**config.mk**
```make
export PLATFORM = sky130hd
export DESIGN_NAME = rr_dispatch4
export DESIGN_NICKNAME = d
export VERILOG_FILES = /design/src/rtl/rr_dispatch4.sv
export SDC_FILE = /design/constraint.sdc
export NUM_CORES = 1
export LEC_CHECK = 0
export ABC_CLOCK_PERIOD_IN_PS = 2600
export BUFFER_PORTS_ARGS = -buffer_cell sky130_fd_sc_hd__buf_2
export CORE_MARGIN = 3
export CORE_UTILIZATION = 40
export DETAILED_ROUTE_END_ITERATION = 10
export SYNTH_ARGS = -nofsm -noshare
export SYNTH_HDL_FRONTEND = slang
export SYNTH_SLANG_ARGS = --single-unit
```
**constraint.sdc**
```tcl
create_clock -name clk -period 2.6 [get_ports clk]
set_input_delay 0.39 -clock clk [delete_from_list [all_inputs] [get_ports clk]]
set_output_delay 0.39 -clock clk [all_outputs]
set_load 0.005 [all_outputs]
```
**src/rtl/rr_dispatch4.sv**
```systemverilog
// Single-entry dispatcher: one buffered word offered to one of four consumers,
// target chosen at load by strict round-robin or first-ready from the pointer.
module rr_dispatch4 #(
    parameter int DATA_W   = 8,
    parameter bit MODE_DEF = 1'b0
) (
    input  logic              clk,
    input  logic              rst,
    input  logic              en,
    input  logic              mode,
    input  logic              in_valid,
    input  logic [DATA_W-1:0] in_data,
    output logic              in_ready,
    input  logic [3:0]        out_ready,
    output logic [3:0]        out_valid,
    output logic [DATA_W-1:0] out_data,
    output logic [1:0]        sel,
    output logic [7:0]        cnt
);

    typedef enum logic {EMPTY = 1'b0, FULL = 1'b1} state_t;

    state_t            state_q, state_d;
    logic [DATA_W-1:0] data_q, data_d;
    logic [1:0]        sel_q, sel_d;
    logic [1:0]        ptr_q, ptr_d;
    logic [7:0]        cnt_q, cnt_d;
    logic              mode_q, mode_d;

    logic              deliver;
    logic              load;
    logic [1:0]        ptr_eff;
    logic              mode_eff;
    logic [1:0]        target;

    assign deliver  = (state_q == FULL) && out_ready[sel_q];
    assign in_ready = en && !rst && ((state_q == EMPTY) || deliver);
    assign load     = in_valid && in_ready;

    // On a same-cycle deliver+load the search starts from the post-delivery pointer.
    assign ptr_eff  = deliver ? (sel_q + 2'd1) : ptr_q;
    assign mode_eff = load ? mode : mode_q;

    always_comb begin
        logic       found;
        logic [1:0] idx;
        target = ptr_eff;
        found  = 1'b0;
        idx    = ptr_eff;
        if (mode_eff) begin
            for (int k = 0; k < 4; k++) begin
                idx = ptr_eff + 2'(k);
                if (!found && out_ready[idx]) begin
                    target = idx;
                    found  = 1'b1;
                end
            end
        end
    end

    always_comb begin
        state_d = state_q;
        data_d  = data_q;
        sel_d   = sel_q;
        ptr_d   = ptr_q;
        cnt_d   = cnt_q;
        mode_d  = mode_q;
        if (deliver) begin
            ptr_d = sel_q + 2'd1;
            cnt_d = cnt_q + 8'd1;
        end
        if (load) begin
            state_d = FULL;
            data_d  = in_data;
            sel_d   = target;
            mode_d  = mode;
        end else if (deliver) begin
            state_d = EMPTY;
        end
    end

    always_ff @(posedge clk) begin
        if (rst) begin
            state_q <= EMPTY;
            data_q  <= '0;
            sel_q   <= 2'd0;
            ptr_q   <= 2'd0;
            cnt_q   <= 8'd0;
            mode_q  <= MODE_DEF;
        end else begin
            state_q <= state_d;
            data_q  <= data_d;
            sel_q   <= sel_d;
            ptr_q   <= ptr_d;
            cnt_q   <= cnt_d;
            mode_q  <= mode_d;
        end
    end

    assign out_valid = (state_q == FULL) ? (4'b0001 << sel_q) : 4'b0000;
    assign out_data  = data_q;
    assign sel       = sel_q;
    assign cnt       = cnt_q;

endmodule

```
# Word level (Yosys, flattened, before mapping)
# Cells that the tools add are included.
# op_classes
muxes	25
n_reduce_logical	13
n_bitwise	1
n_lt_le_gt_ge	5
add_sub_neg	5
shift	1
# ops
cell	n
$lt A2 B3 Y1 const B	5
$mux W1	14
$bmux W1 S2	5
$mux W2	5
$add A8 B1 Y8 const B	1
$logic_and A1 B1 Y1	7
$add A2 B1 Y2 const B	2
$add A2 B2 Y2 const B	2
$logic_not A1 Y1	4
$mux W4	1
$shl A1 B2 Y4 const A	1
$reduce_bool A2 Y1	1
$logic_or A1 B1 Y1	1
$not A1 Y1	1
# totals
out_inout_bits	23
ff_bits	22
in_bits	17
wordCells	56

# Longest topological paths before layout
# logic_depth
depth_word	20
mapped_depth	7
depth_no_buf	7

# Worst setup path before layout
# Ideal clock, no wire load.
# synth_timing
path_type	register -> register
from	reg sel_q[1] (netlist: sel[1])
to	reg sel_q[1] (netlist: sel[1])
arrival_time_ns	1.963
synth_period_minus_slack_ns	2.093
stages_incl_launch_ff	7
setup_time_ns	0.130
slack_ns	0.507
n_path_buf	0
required_time_ns	2.470
path_cell_list	dfxtp_1 -> mux2i_2 -> o22ai_2 -> or4_1 -> a31oi_1 -> and4_2 -> o31ai_2
# synth_via
elab_chain_len	20
elab_cells_between_ends	36
classes_between	add/sub: 4; mux: 22; reduce/logical: 10
# synth_rtl
item	line_no	rtl
from (decl)	25	logic [1:0] sel_q, sel_d;
from (signal assigned)	93	sel_q <= sel_d;
$bmux W1 S2	36	assign deliver = (state_q == FULL) && out_ready[sel_q];
$mux W1 (implied by the code)	36	
$logic_and A1 B1 Y1	36	
$mux W2	n/a	
$bmux W1 S2	53	if (!found && out_ready[idx]) begin
$mux W1 (implied by the code)	53	
$mux W1	53	
$mux W1	50	if (mode_eff) begin
[4 not listed]	n/a	
$logic_not A1 Y1	53	
$logic_and A1 B1 Y1	53	
$mux W1	53	
$mux W1	50	
$logic_not A1 Y1	53	
$logic_and A1 B1 Y1	53	
$mux W2	53	
$mux W2	50	
# Parallel ways exist; a longest one is shown, timed or not. The select of a mux whose other input is x is not followed.
# A chain may end at the register's enable or synchronous reset.

# Final worst setup path
# Ends and elaborated chain as after synthesis.

==> run_results.csv <==
group,metric,value,unit
pwr,p_switching,179,µW
critical_path,critical_path_class,"flip-flop to flip-flop",
clock_network,clockBufferDepth,2,
pwr,p_int,484,µW
logic_synthesis,synthCells,153,
cells_and_area,nNetsFinal,212,
floorplan,core,3100,µm²
timing,setup_tns,0,ps
place,dp_hpwl,2.31,mm
critical_path,cp-end-kind,"flip-flop",
place,portBuffers,39,
logic_synthesis,ys_warn_count,0,
critical_path,cp_max_fo,8,
timing,timing.final.crit_share,92.6,%
grt,antenna_found_initial,0,
grt,grt_use_met3,2.50,%
clock_network,clk_pin_slew,130,ps
cells_and_area,antennaDiodeCount,0,
detailed_routing,final_antenna_net_count,0,
cells_and_area,drive_above_1_share,29.6,%
grt,grt_pass1_wl,5.09,mm
clock_network,cts_hold_buffers,0,
floorplan,die-area,4030,µm²
worst_hold_path,hp-class,"input pin to flip-flop",
logic_synthesis,synth_edf_count,0,
cells_and_area,fillers,328,
clock_network,clk_latency,300,ps
timing,fin_worst_skew,2.28,ps
critical_path,cp-start-kind,"flip-flop",
floorplan,num_io_pins,40,
pwr,ir_drop,0.137,mV
clock_network,clock_sinks,22,
logic_synthesis,synth_ff_type,"dfxtp_1",
pwr,p_comb_share,16.4,%
detailed_routing,drt-pass1-iter-count,4,
job,drv_cap,0,
timing,rsz0062_at_grt,"no",
cells_and_area,multi_input_area,808,µm²
grt,grt.met1_usage,18.5,%
cells_and_area,register_area,440,µm²
grt,grt_use_total,15.7,%
timing,hold_viol,0,
floorplan,die_h,63.5,µm
timing,period_minus_slack,2410,ps
detailed_routing,drt-initial-drc-count,52,
floorplan,initial_core_util,42.6,%
logic_synthesis,synth-seq-area-share,33.3,%
logic_synthesis,synth_cell_types,46,
detailed_routing,drc,0,
logic_synthesis,synth_nets,175,
timing,drv_slew,0,
floorplan,rows,20,
grt,first_global_vias,1170,
pwr,swShare,27.0,%
clock_network,post_cts_buffers,0,
grt,gr-total-overflow,0,
grt,grt_start_max_net_pins,25,
place,gp_congestion,0.871,
timing,fmax,415,MHz
clock_network,cts_tree,"done",
cells_and_area,syn_to_final_growth,18.1,%
grt,grt.busiest_layer,"met2",
logic_synthesis,async_reset_ff_share,0,%
outcome,status,"finished clean",
cells_and_area,final_cells,233,
grt,met2_usage,27.5,%
detailed_routing,wl,3.08,mm
logic_synthesis,netlist_area,1320,µm²
pwr,power_leakage,0.000727,µW
timing,worst_slew_pin_slew,618,ps
clock_network,cts_buffers,3,
detailed_routing,vias_per_cell,5.22,
critical_path,arrival,2620,ps
floorplan,dieWidth,63.5,µm
critical_path,cp.required,2810,ps
pwr,power_frac_seq,54.3,%
clock_network,root_buffer,"clkbuf_4",
timing,slew_headroom,58.7,%
detailed_routing,wire_per_inst,13.2,µm
detailed_routing,vias,1217,
clock_network,ctsResizeCount,0,
logic_synthesis,avgSynthCellArea,8.64,µm²
timing,finalSetupViolCount,0,
place,placed_cells,229,
pwr,p_clk_share,29.3,%
logic_synthesis,synth-seq-cells,22,
clock_network,h-tree-depth,1,
pwr,power_density,424,nW/µm²
-- routing by layer --
layer / up-vias / wire (µm)
met1: 570 / 1380
met3: 4 / 132
li1: 612 / -
met5: - / 0
met4: 0 / 38
met2: 31 / 1520
-- state kept, by name, indices dropped and copies added (netlist names) --
signal	cells
cnt	8
state_q	1
sel	2
ptr_q	2
out_data	8
mode_q	1
-- critical path, stage by stage (launching register included) --
cell and delay, ps:
dfxtp_1 570, mux2i_1 440, o22ai_2 220, or4_1 500
a31oi_1 260, and4_2 270, o31ai_2 60
-- metrics by stage --
step / utilization, % / setup WS (ps) / hold slack (ps) / power, µW / instance area, µm²
after floorplan: - / 507 / 459 / 440 / 1320
after global placement: 49.2 / 400 / 456 / 472 / 1530
after detailed placement: 49.2 / 259 / 461 / 475 / 1530
after CTS: 50.3 / 228 / 249 / 670 / 1560
after global routing: 50.3 / 46.0 / 238 / 699 / 1560
final: 50.3 / 193 / 257 / 662 / 1560
-- layout make-up --
cell class                 instances  share of cell area (%)
clock buffer                       4                    2.32
sequential                        22                    28.2
inverter                           5                    1.20
tap                               44                    3.53
multi-input combinational        118                    51.8
timing repair buffer              40                    13.0
-- cells by family after synthesis --
logic type	Yosys count	share of synthesized area, %
buf+inv	13	5.58
flops	22	33.3
fa+ha+maj	5	4.73
simple gates	75	30.7
compound gates	22	12.8
xor+xnor	7	4.64
mux	9	8.33
-- cell usage after synthesis, types with 3 or more instances --
cell type,count,share of area (%)
nand2_1,23,6.5
dfxtp_1,22,33
nor2_1,15,4.3
nand3b_1,8,4.5
a21oi_1,6,2.3
xor2_1,6,4.0
ha_1,5,4.7
inv_1,5,1.4
and2_1,4,1.9
clkbuf_1,4,1.1
mux2i_1,4,3.0
nand4_1,4,1.9
a31oi_1,3,1.4
mux2_2,3,2.6
o31ai_1,3,1.7
or3_1,3,1.4
-- layout by cell type, fill, tap and decap left out, drive strengths merged --
cell     count
ha           5
and2b        1
nor2        15
or3          3
a2bb2oi      1
o31ai        4
o22ai        2
nor4b        1
o211ai       1
or4          2
clkbuf       4
a31oi        3
a21oi        6
nor3b        1
and4         1
and4bb       1
and3         2
mux2i        5
inv          5
nand2       23
xor2         6
nor4         1
mux2         3
o21ai        3
dfxtp       22
and3b        1
nand3        2
o221ai       1
buf         40
and2         4
nand4        4
or2b         2
nor3         1
mux4         1
nand3b       8
xnor2        1
nor2b        2
o311ai       1
-- power groups by stage --
| stage | registers [µW] | clock network [µW] | logic (µW) |
|---|---|---|---|
| global route | 362 | 216 | 121 |
| floorplan | 366 | 0 | 73.6 |
| CTS | 360 | 202 | 109 |
| global placement | 366 | 0 | 106 |
| finish | 360 | 194 | 109 |
| detailed placement | 367 | 0 | 108 |
-- final timing paths --
| check | startpoint | depth (start not counted) | slack, ps | endpoint |
|---|---|---|---|---|
| setup reg to reg | sel[1] | 6 | 190 | sel[1] |
| hold reg to reg | out_data[1] | 2 | 480 | out_data[1] |
| setup / recovery | sel[1] | 6 | 190 | sel[1] |
| hold / removal | in_data[7] | 3 | 260 | out_data[7] |
No activity file was read; power rests on OpenSTA's default activity.
